File: src/rtl/debug_unit_pkg.sv
// Purpose: shared constants for the host debug unit: latch widths, command
// codes, FSM state encoding and the bytes-per-field helper.
package debug_pkg;

  localparam int unsigned SIZE            = 32;
  localparam int unsigned NUM_REGISTERS   = 32;
  localparam int unsigned MAX_INSTRUCTION = 64;
  localparam int unsigned IF_ID_SIZE      = 32;
  localparam int unsigned ID_EX_SIZE      = 129;
  localparam int unsigned EX_MEM_SIZE     = 77;
  localparam int unsigned MEM_WB_SIZE     = 71;

  // Widest field the serializer can shift out (ID/EX rounded up to bytes).
  localparam int unsigned SNAP_W = 136;

  localparam logic [7:0] CMD_REGS  = 8'h01;
  localparam logic [7:0] CMD_IFID  = 8'h02;
  localparam logic [7:0] CMD_IDEX  = 8'h03;
  localparam logic [7:0] CMD_EXMEM = 8'h04;
  localparam logic [7:0] CMD_MEMWB = 8'h05;
  localparam logic [7:0] CMD_LOAD  = 8'h07;
  localparam logic [7:0] CMD_CONT  = 8'h08;
  localparam logic [7:0] CMD_STEPM = 8'h09;
  localparam logic [7:0] CMD_STEP  = 8'h0A;
  localparam logic [7:0] CMD_START = 8'h0D;
  localparam logic [7:0] CMD_PRST  = 8'h11;

  typedef enum logic [2:0] {
    ST_IDLE,
    ST_LOAD_CNT,
    ST_LOAD_BYTE,
    ST_LOAD_WR,
    ST_SEND,
    ST_SEND_WAIT
  } state_t;

  // ceil(width/8): bytes needed to send a field, top byte zero-padded.
  function automatic logic [7:0] byte_count(input int unsigned width);
    return 8'((width + 32'd7) / 32'd8);
  endfunction

  localparam logic [7:0] REG_BYTES    = byte_count(SIZE);
  localparam logic [7:0] IF_ID_BYTES  = byte_count(IF_ID_SIZE);
  localparam logic [7:0] ID_EX_BYTES  = byte_count(ID_EX_SIZE);
  localparam logic [7:0] EX_MEM_BYTES = byte_count(EX_MEM_SIZE);
  localparam logic [7:0] MEM_WB_BYTES = byte_count(MEM_WB_SIZE);

endpackage

File: src/rtl/debug_unit_if.sv
// Purpose: UART-side byte stream of the debug unit.
//   i_rx_data/i_rx_valid : received byte and its one-cycle strobe
//   i_tx_done            : transmitter finished the current byte
//   o_tx_data/o_tx_start : byte to send and its one-cycle start strobe
// slave = debug unit side, master = UART / host model side.
interface debug_unit_if;
  logic [7:0] i_rx_data;
  logic       i_rx_valid;
  logic       i_tx_done;
  logic [7:0] o_tx_data;
  logic       o_tx_start;

  modport slave  (input  i_rx_data, i_rx_valid, i_tx_done,
                  output o_tx_data, o_tx_start);
  modport master (output i_rx_data, i_rx_valid, i_tx_done,
                  input  o_tx_data, o_tx_start);
endinterface

File: src/rtl/debug_tx_serializer.sv
// Purpose: shifts a loaded word out LSB byte first over the tx handshake.
//   i_load/i_word/i_nbytes : capture a word and how many bytes to send
//   i_tx_done              : transmitter finished the current byte
//   o_tx_data/o_tx_start   : byte and one-cycle start strobe
//   o_done                 : one-cycle pulse after the last byte completes
module debug_tx_serializer
  import debug_pkg::*;
(
  input  logic              i_clk,
  input  logic              i_rst,
  input  logic              i_load,
  input  logic [SNAP_W-1:0] i_word,
  input  logic [7:0]        i_nbytes,
  input  logic              i_tx_done,
  output logic [7:0]        o_tx_data,
  output logic              o_tx_start,
  output logic              o_done
);

  logic [SNAP_W-1:0] r_shift;
  logic [7:0]        r_left;
  logic [7:0]        r_tx_data;
  logic              r_busy;
  logic              r_start;
  logic              r_done;

  // r_shift holds the bytes not yet handed to the transmitter.
  always_ff @(posedge i_clk or negedge i_rst) begin
    if (!i_rst) begin
      r_shift   <= '0;
      r_left    <= '0;
      r_tx_data <= '0;
      r_busy    <= 1'b0;
      r_start   <= 1'b0;
      r_done    <= 1'b0;
    end else begin
      r_start <= 1'b0;
      r_done  <= 1'b0;
      if (i_load) begin
        r_shift   <= i_word >> 8;
        r_left    <= i_nbytes;
        r_tx_data <= i_word[7:0];
        r_start   <= 1'b1;
        r_busy    <= 1'b1;
      end else if (r_busy && i_tx_done) begin
        if (r_left == 8'd1) begin
          r_left <= '0;
          r_busy <= 1'b0;
          r_done <= 1'b1;
        end else begin
          r_left    <= r_left - 8'd1;
          r_tx_data <= r_shift[7:0];
          r_shift   <= r_shift >> 8;
          r_start   <= 1'b1;
        end
      end
    end
  end

  assign o_tx_data  = r_tx_data;
  assign o_tx_start = r_start;
  assign o_done     = r_done;

endmodule

File: src/rtl/debug_unit.sv
// Purpose: on-chip end of the host debug protocol. Decodes host commands,
// loads programs into instruction memory, controls run/step/stall and dumps
// registers and pipeline latches back to the host.
//   i_clk, i_rst (async, active-low)
//   uart          : rx byte stream in, tx byte stream out
//   o_reg_addr / i_reg_data            : register-file read port
//   i_if_id, i_id_ex, i_ex_mem, i_mem_wb : live pipeline latches
//   o_imem_we / o_imem_addr / o_imem_data : instruction-memory write port
//   o_stall, o_pipe_rst, o_step_mode, o_overrun : pipeline control/status
module debug_unit
  import debug_pkg::*;
(
  input  logic                   i_clk,
  input  logic                   i_rst,
  debug_unit_if.slave            uart,
  output logic [4:0]             o_reg_addr,
  input  logic [SIZE-1:0]        i_reg_data,
  input  logic [IF_ID_SIZE-1:0]  i_if_id,
  input  logic [ID_EX_SIZE-1:0]  i_id_ex,
  input  logic [EX_MEM_SIZE-1:0] i_ex_mem,
  input  logic [MEM_WB_SIZE-1:0] i_mem_wb,
  output logic                   o_imem_we,
  output logic [5:0]             o_imem_addr,
  output logic [SIZE-1:0]        o_imem_data,
  output logic                   o_stall,
  output logic                   o_pipe_rst,
  output logic                   o_step_mode,
  output logic                   o_overrun
);

  localparam logic [4:0] LAST_REG = 5'(NUM_REGISTERS - 1);

  state_t            r_state;
  logic              r_pend_valid;
  logic [7:0]        r_pend_byte;
  logic              r_dump_regs;
  logic [4:0]        r_reg_idx;
  logic [SNAP_W-1:0] r_snap;
  logic [7:0]        r_snap_n;
  logic [7:0]        r_load_n;
  logic [7:0]        r_word_idx;
  logic [1:0]        r_byte_idx;
  logic [SIZE-1:0]   r_word;
  logic              r_imem_we;
  logic [5:0]        r_imem_addr;
  logic [SIZE-1:0]   r_imem_data;
  logic              r_stall;
  logic              r_pipe_rst;
  logic              r_step_mode;
  logic              r_armed;
  logic              r_overrun;

  logic              w_byte_valid;
  logic [7:0]        w_byte;
  logic              w_take;
  logic              w_ser_load;
  logic              w_ser_done;
  logic [SNAP_W-1:0] w_ser_word;
  logic [7:0]        w_ser_n;

  // A held byte always goes before a fresh one so arrival order is kept.
  assign w_byte_valid = r_pend_valid | uart.i_rx_valid;
  assign w_byte       = r_pend_valid ? r_pend_byte : uart.i_rx_data;
  assign w_take       = w_byte_valid && (r_state == ST_IDLE ||
                                         r_state == ST_LOAD_CNT ||
                                         r_state == ST_LOAD_BYTE);

  // Registers are read live at load time; latches come from the snapshot.
  assign w_ser_load = (r_state == ST_SEND);
  assign w_ser_word = r_dump_regs ? SNAP_W'(i_reg_data) : r_snap;
  assign w_ser_n    = r_dump_regs ? REG_BYTES : r_snap_n;

  debug_tx_serializer u_ser (
    .i_clk      (i_clk),
    .i_rst      (i_rst),
    .i_load     (w_ser_load),
    .i_word     (w_ser_word),
    .i_nbytes   (w_ser_n),
    .i_tx_done  (uart.i_tx_done),
    .o_tx_data  (uart.o_tx_data),
    .o_tx_start (uart.o_tx_start),
    .o_done     (w_ser_done)
  );

  // Command FSM, pending-byte slot and pipeline control.
  always_ff @(posedge i_clk or negedge i_rst) begin
    if (!i_rst) begin
      r_state      <= ST_IDLE;
      r_pend_valid <= 1'b0;
      r_pend_byte  <= '0;
      r_dump_regs  <= 1'b0;
      r_reg_idx    <= '0;
      r_snap       <= '0;
      r_snap_n     <= '0;
      r_load_n     <= '0;
      r_word_idx   <= '0;
      r_byte_idx   <= '0;
      r_word       <= '0;
      r_imem_we    <= 1'b0;
      r_imem_addr  <= '0;
      r_imem_data  <= '0;
      r_stall      <= 1'b1;
      r_pipe_rst   <= 1'b0;
      r_step_mode  <= 1'b0;
      r_armed      <= 1'b0;
      r_overrun    <= 1'b0;
    end else begin
      r_pipe_rst <= 1'b0;
      r_imem_we  <= 1'b0;
      // In step mode an unstall lasts exactly one cycle.
      if (r_step_mode) r_stall <= 1'b1;

      // Pending slot: refill when the held byte is consumed, otherwise
      // park bytes that arrive while the FSM cannot take them.
      if (w_take && r_pend_valid) begin
        r_pend_valid <= uart.i_rx_valid;
        r_pend_byte  <= uart.i_rx_data;
      end else if (!w_take && uart.i_rx_valid) begin
        if (!r_pend_valid) begin
          r_pend_valid <= 1'b1;
          r_pend_byte  <= uart.i_rx_data;
        end else begin
          r_overrun <= 1'b1;
        end
      end

      case (r_state)
        ST_IDLE: begin
          if (w_take) begin
            case (w_byte)
              CMD_REGS: begin
                r_dump_regs <= 1'b1;
                r_reg_idx   <= '0;
                r_state     <= ST_SEND;
              end
              CMD_IFID: begin
                r_snap   <= SNAP_W'(i_if_id);
                r_snap_n <= IF_ID_BYTES;
                r_state  <= ST_SEND;
              end
              CMD_IDEX: begin
                r_snap   <= SNAP_W'(i_id_ex);
                r_snap_n <= ID_EX_BYTES;
                r_state  <= ST_SEND;
              end
              CMD_EXMEM: begin
                r_snap   <= SNAP_W'(i_ex_mem);
                r_snap_n <= EX_MEM_BYTES;
                r_state  <= ST_SEND;
              end
              CMD_MEMWB: begin
                r_snap   <= SNAP_W'(i_mem_wb);
                r_snap_n <= MEM_WB_BYTES;
                r_state  <= ST_SEND;
              end
              CMD_LOAD: begin
                r_stall    <= 1'b1;
                r_pipe_rst <= 1'b1;
                r_state    <= ST_LOAD_CNT;
              end
              CMD_CONT: r_step_mode <= 1'b0;
              CMD_STEPM: begin
                r_step_mode <= 1'b1;
                r_stall     <= 1'b1;
              end
              CMD_START: begin
                r_armed <= 1'b1;
                if (!r_step_mode) r_stall <= 1'b0;
              end
              CMD_STEP: begin
                if (r_step_mode && r_armed) r_stall <= 1'b0;
              end
              CMD_PRST: begin
                r_pipe_rst <= 1'b1;
                r_stall    <= 1'b1;
                r_armed    <= 1'b0;
              end
              default: ;
            endcase
          end
        end
        ST_LOAD_CNT: begin
          if (w_take) begin
            r_load_n   <= w_byte;
            r_word_idx <= '0;
            r_byte_idx <= '0;
            r_state    <= (w_byte == 8'd0) ? ST_IDLE : ST_LOAD_BYTE;
          end
        end
        ST_LOAD_BYTE: begin
          // Little-endian: the first byte ends up in bits 7:0.
          if (w_take) begin
            r_word     <= {w_byte, r_word[SIZE-1:8]};
            r_byte_idx <= r_byte_idx + 2'd1;
            if (r_byte_idx == 2'd3) r_state <= ST_LOAD_WR;
          end
        end
        ST_LOAD_WR: begin
          // Words past the end of instruction memory are swallowed.
          if (r_word_idx < 8'(MAX_INSTRUCTION)) begin
            r_imem_we   <= 1'b1;
            r_imem_addr <= 6'(r_word_idx);
            r_imem_data <= r_word;
          end
          r_word_idx <= r_word_idx + 8'd1;
          r_state    <= (r_word_idx + 8'd1 == r_load_n) ? ST_IDLE : ST_LOAD_BYTE;
        end
        ST_SEND: r_state <= ST_SEND_WAIT;
        ST_SEND_WAIT: begin
          if (w_ser_done) begin
            if (r_dump_regs && r_reg_idx != LAST_REG) begin
              r_reg_idx <= r_reg_idx + 5'd1;
              r_state   <= ST_SEND;
            end else begin
              r_reg_idx   <= '0;
              r_dump_regs <= 1'b0;
              r_state     <= ST_IDLE;
            end
          end
        end
        default: r_state <= ST_IDLE;
      endcase
    end
  end

  assign o_reg_addr  = r_reg_idx;
  assign o_imem_we   = r_imem_we;
  assign o_imem_addr = r_imem_addr;
  assign o_imem_data = r_imem_data;
  assign o_stall     = r_stall;
  assign o_pipe_rst  = r_pipe_rst;
  assign o_step_mode = r_step_mode;
  assign o_overrun   = r_overrun;

endmodule

File: src/flat_wrapper.sv
// flat-port wrapper written by rule: the top's interface ports become plain ports
module debug_unit_flat import debug_pkg::*;
  (i_clk, i_rst, o_reg_addr, i_reg_data, i_if_id, i_id_ex, i_ex_mem, i_mem_wb, o_imem_we, o_imem_addr, o_imem_data, o_stall, o_pipe_rst, o_step_mode, o_overrun, uart_i_rx_data, uart_i_rx_valid, uart_i_tx_done, uart_o_tx_data, uart_o_tx_start);
  debug_unit_if uart_i ();
  input  logic i_clk;
  input  logic i_rst;
  output logic [4:0] o_reg_addr;
  input  logic [SIZE-1:0] i_reg_data;
  input  logic [IF_ID_SIZE-1:0] i_if_id;
  input  logic [ID_EX_SIZE-1:0] i_id_ex;
  input  logic [EX_MEM_SIZE-1:0] i_ex_mem;
  input  logic [MEM_WB_SIZE-1:0] i_mem_wb;
  output logic o_imem_we;
  output logic [5:0] o_imem_addr;
  output logic [SIZE-1:0] o_imem_data;
  output logic o_stall;
  output logic o_pipe_rst;
  output logic o_step_mode;
  output logic o_overrun;
  input wire logic [$bits(uart_i.i_rx_data)-1:0] uart_i_rx_data;
  input wire logic [$bits(uart_i.i_rx_valid)-1:0] uart_i_rx_valid;
  input wire logic [$bits(uart_i.i_tx_done)-1:0] uart_i_tx_done;
  output wire logic [$bits(uart_i.o_tx_data)-1:0] uart_o_tx_data;
  output wire logic [$bits(uart_i.o_tx_start)-1:0] uart_o_tx_start;
  assign uart_i.i_rx_data = uart_i_rx_data;
  assign uart_i.i_rx_valid = uart_i_rx_valid;
  assign uart_i.i_tx_done = uart_i_tx_done;
  assign uart_o_tx_data = uart_i.o_tx_data;
  assign uart_o_tx_start = uart_i.o_tx_start;
  debug_unit u_core (.i_clk(i_clk), .i_rst(i_rst), .uart(uart_i), .o_reg_addr(o_reg_addr), .i_reg_data(i_reg_data), .i_if_id(i_if_id), .i_id_ex(i_id_ex), .i_ex_mem(i_ex_mem), .i_mem_wb(i_mem_wb), .o_imem_we(o_imem_we), .o_imem_addr(o_imem_addr), .o_imem_data(o_imem_data), .o_stall(o_stall), .o_pipe_rst(o_pipe_rst), .o_step_mode(o_step_mode), .o_overrun(o_overrun));
endmodule
File: config.mk
export PLATFORM = sky130hd
export DESIGN_NAME = debug_unit_flat
export DESIGN_NICKNAME = d
export VERILOG_FILES = /design/src/rtl/debug_unit_pkg.sv /design/src/rtl/debug_unit_if.sv /design/src/rtl/debug_tx_serializer.sv /design/src/rtl/debug_unit.sv /design/src/flat_wrapper.sv
export SDC_FILE = /design/constraint.sdc
export NUM_CORES = 1
export LEC_CHECK = 0
export ABC_AREA = 1
export CORE_ASPECT_RATIO = 0.6
export CORE_MARGIN = 2
export CORE_UTILIZATION = 44
export DETAILED_ROUTE_END_ITERATION = 8
export PLACE_DENSITY = 0.72
export SYNTH_ARGS = -nofsm -noshare
export SYNTH_HDL_FRONTEND = slang
export SYNTH_HIERARCHICAL = 1
export SYNTH_SLANG_ARGS = --single-unit
File: constraint.sdc
create_clock -name i_clk -period 2.4 [get_ports i_clk]
set_input_delay 0.36 -clock i_clk [delete_from_list [all_inputs] [get_ports i_clk]]
set_output_delay 0.36 -clock i_clk [all_outputs]
set_load 0.01 [all_outputs]
==> metrics <==
Worst path max stage delay=0.42 ns; Fill cells=4,156; worst path cell trace=buf_4 -> nand2_1 -> nand2_2 -> nor2_1 -> nand2_1 -> nor2_4 -> buf_12 -> buf_4 -> nand2_1 -> nand2_1 -> a21oi_1 -> nand2_1 -> nand2_1 -> nand2_1; DP Wirelength=46,300 um; max-slew violations=0; outcome=finished clean; reg-to-reg startpoint=u_core/r_pend_valid; aggregate routed wire length=64,700 um; depth of the CTS H-tree=2; total gr overflow=0; number of cells on the critical path=14; Post-Place Cells=3,860; combined area of all synthesized cells=20,300 um^2; clock tree from TritonCTS=yes; chip height=170 um; largest voltage drop on the vdd net=0.000899 V; critical register-to-register path endpoint=u_core/r_snap[17]; power per unit of standard cell area=1090 nW/um^2; # IOs=410; count of vias placed by the detailed router=19,700; top area cells in the synthesized netlist=sky130_fd_sc_hd__dfrtp_1 (48%), sky130_fd_sc_hd__nand2_1 (29%), sky130_fd_sc_hd__inv_1 (3.7%), sky130_fd_sc_hd__o21ai_0 (3.2%), sky130_fd_sc_hd__nor2_1 (2.9%); number of synthesized flops with an enable pin=0; initial core utilization=0.450; number of buffers on the longest clock path=3; Crit path required time=2.87 ns; synthesis-to-layout area growth=31.9%; arrival time reported for the critical path endpoint=2.72 ns; period utilisation layout=0.934; combined area of the multi-input logic cells=8910 um^2; via density per instance=5.01; Die Footprint=47,900 um^2; number of buffers added by the clock tree synthesis step=40; number of global-route vias before repair=19,300; Clock Skews=0.0238 ns; Total Nets Final=3,643; primary flip-flop cell chosen by synthesis mapping=sky130_fd_sc_hd__dfrtp_1; fraction of registers with async set/reset=1.00; final weighted congestion in routability-driven placement=0.933; Max Freq=0.446 GHz; smallest hold slack=0.291 ns; biggest area consumer among synthesized cells=sky130_fd_sc_hd__dfrtp_1; R2R depth=14; width of the chip=281 um; register clock-pin slew on the reported worst setup and hold paths=0.06 ns; end point of the critical path=u_core/r_snap[17]; antenna violations before repair=1; count of buffers from port buffering=409; setup slack, reg-to-reg=0.16 ns; Starting DRT DRC Count=1,769; number of violations of the max-capacitance limit=0; Finished Layout Cells=3,931; Min-Delay Path Class=in -> async; leakage power summed over all cells=13.8 nW; cell type of the slowest stage on the worst timing path=sky130_fd_sc_hd__dfrtp_1; iteration count of the initial detailed-routing pass=8; Core ar.=45,100 um^2; ratio of cells with drive above 1 in the final layout=0.0664; hold violation total from the final report=0; Yosys Warn Count=6; Setup crit start=u_core/r_pend_valid; later-pin clock latency in the skew report=0.55 ns; CP startpoint kind=register; maximum fanout along the worst path=23; setup repair after global routing missed its margin=false; share of the synthesized area in the top cell type=0.484; max_slew headroom=0.272; wire length of the first global-routing pass=103,000 um; sum of buffers and inverters on the critical path=3; Commonest cells post-synth=sky130_fd_sc_hd__nand2_1 (1,552), sky130_fd_sc_hd__dfrtp_1 (392), sky130_fd_sc_hd__inv_1 (198); Register Area=9840 um^2; CP most frequent cell=sky130_fd_sc_hd__nand2_1; GRT Util Overall=0.269; Post-Synthesis Cells=2,881; num rows=60; pin count of the biggest net entering global routing=148; Yosys cell types=42; CTS root buf=sky130_fd_sc_hd__clkbuf_16; CP endpoint kind=register; average wire length per cell after detail routing=16.5 um; most common cell in the netlist=sky130_fd_sc_hd__nand2_1; register area share after synthesis=0.485; critical path class=reg -> reg; pin slew with the least headroom to its limit=1.09 ns; number of DRC violations after detailed routing=0; average cell area after synthesis=7.04 um^2; final antenna diode count=0; #FFs+latches synth=393; # clock sinks=393; family of cells with the greatest summed delay on the critical path=simple AND/OR/NAND/NOR gates; number of antenna-violating nets in the routed design=0; final count of negative-setup-slack endpoints=0; post-layout min period=2.24 ns
[timing repair]
| action | 4_1_cts | 5_1_grt |
|---|---|---|
| buffers inserted | 0 | 0 |
| hold endpoints to repair | 39 | 0 |
| setup endpoints to repair | 0 | 11 |
| gates resized for setup | 0 | 2 |
| hold buffers | 1 | 0 |
[cell families after synthesis]
logic type,after synthesis,share of synthesized area
AO/OA/AOI/OAI,278,0.0714
XOR/XNOR,5,0.00216
adder cells (fa/ha/maj),6,0.00370
buffers and inverters,353,0.0797
flip-flops,393,0.485
other,1,0.000185
AND/OR/NAND/NOR,1845,0.358
[cell usage in the layout, fill, tap and decap left out, drive strengths merged, types with 44 or more instances in the layout]
cell type / n
clkbuf: 52
nand3: 76
dfrtp: 392
nor2: 165
clkdlybuf4s50: 408
o21ai: 213
buf: 91
inv: 204
nand2: 1589
a21oi: 44
[flip-flops by register name, indices dropped and copies added, names as in the netlist, 2 cells and up]
name / flops
u_core/r_load_n: 8
u_core/r_word_idx: 8
u_core/r_snap_n: 5
u_core/r_byte_idx: 2
u_core/o_reg_addr: 5
u_core/r_pend_byte: 8
u_core/u_ser/r_left: 8
u_core/r_state: 3
u_core/r_word: 32
u_core/r_snap: 129
u_core/u_ser/r_shift: 128
u_core/u_ser/o_tx_data: 8
u_core/o_imem_data: 32
u_core/o_imem_addr: 6
[routing by layer]
layer,part of all wire,vias to the layer above,routed length [um],global-route usage
met2,0.45,653,29100,0.424
met3,0.061,99,3980,0.0379
met1,0.47,9373,30100,0.391
met4,0.024,2,1540,0.0689
li1,-,9575,-,-
met5,0.00025,-,16,0
[worst reg2reg max path: cells and delay by family, from the launching register on]
kind	cells	cell delay, ns
AOI/OAI and AO/OA	1	0.08
DFF	1	0.42
buffers and inverters	3	0.55
and+or+nand+nor	10	1.10
[worst min path at each step]
stage | from | to | slack, ns | cells after the start
global placement | i_rst | u_core/r_word[5] | 0.27 | 1
floorplan | i_rst | u_core/o_imem_addr[0] | 0.06 | 0
global route | i_rst | u_core/o_imem_data[13] | 0.32 | 2
finish | i_rst | u_core/r_word[5] | 0.29 | 2
detailed placement | i_rst | u_core/o_imem_data[5] | 0.28 | 1
CTS | i_rst | u_core/o_imem_data[5] | 0.30 | 2
[layout make-up]
type                    instances  share of cell area
flip-flops and latches        393               0.368
multi-input cells            2145               0.333
repair buffers                500               0.194
clock buffers                  52              0.0418
well taps                     620              0.0290
inverters                     204              0.0288
clock inverters                17             0.00608
[through the flow]
step / instance area, um^2 / TNS (ns) / util / total power [mW] / setup slack (ns)
floorplan: 20300 / 0 / - / 18.1 / 0.473
global placement: 25500 / -0.00506 / 0.564 / 22.6 / -0.00506
detailed placement: 25500 / -0.0149 / 0.564 / 22.9 / -0.0149
CTS: 26800 / 0 / 0.593 / 29.2 / 0.143
global route: 26800 / 0 / 0.593 / 31.4 / 0.00204
finish: 26800 / 0 / 0.593 / 29.2 / 0.159
[report_power, final]
group          internal (mW)  total, mW  switching, mW  leakage, nW
Clock                   3.51       6.23           2.71        0.618
Combinational           4.67       12.5           7.87         8.41
Sequential              9.08       10.4           1.33         4.79
Total                   17.3       29.2           11.9         13.8
(Power assumes the default switching activity.)
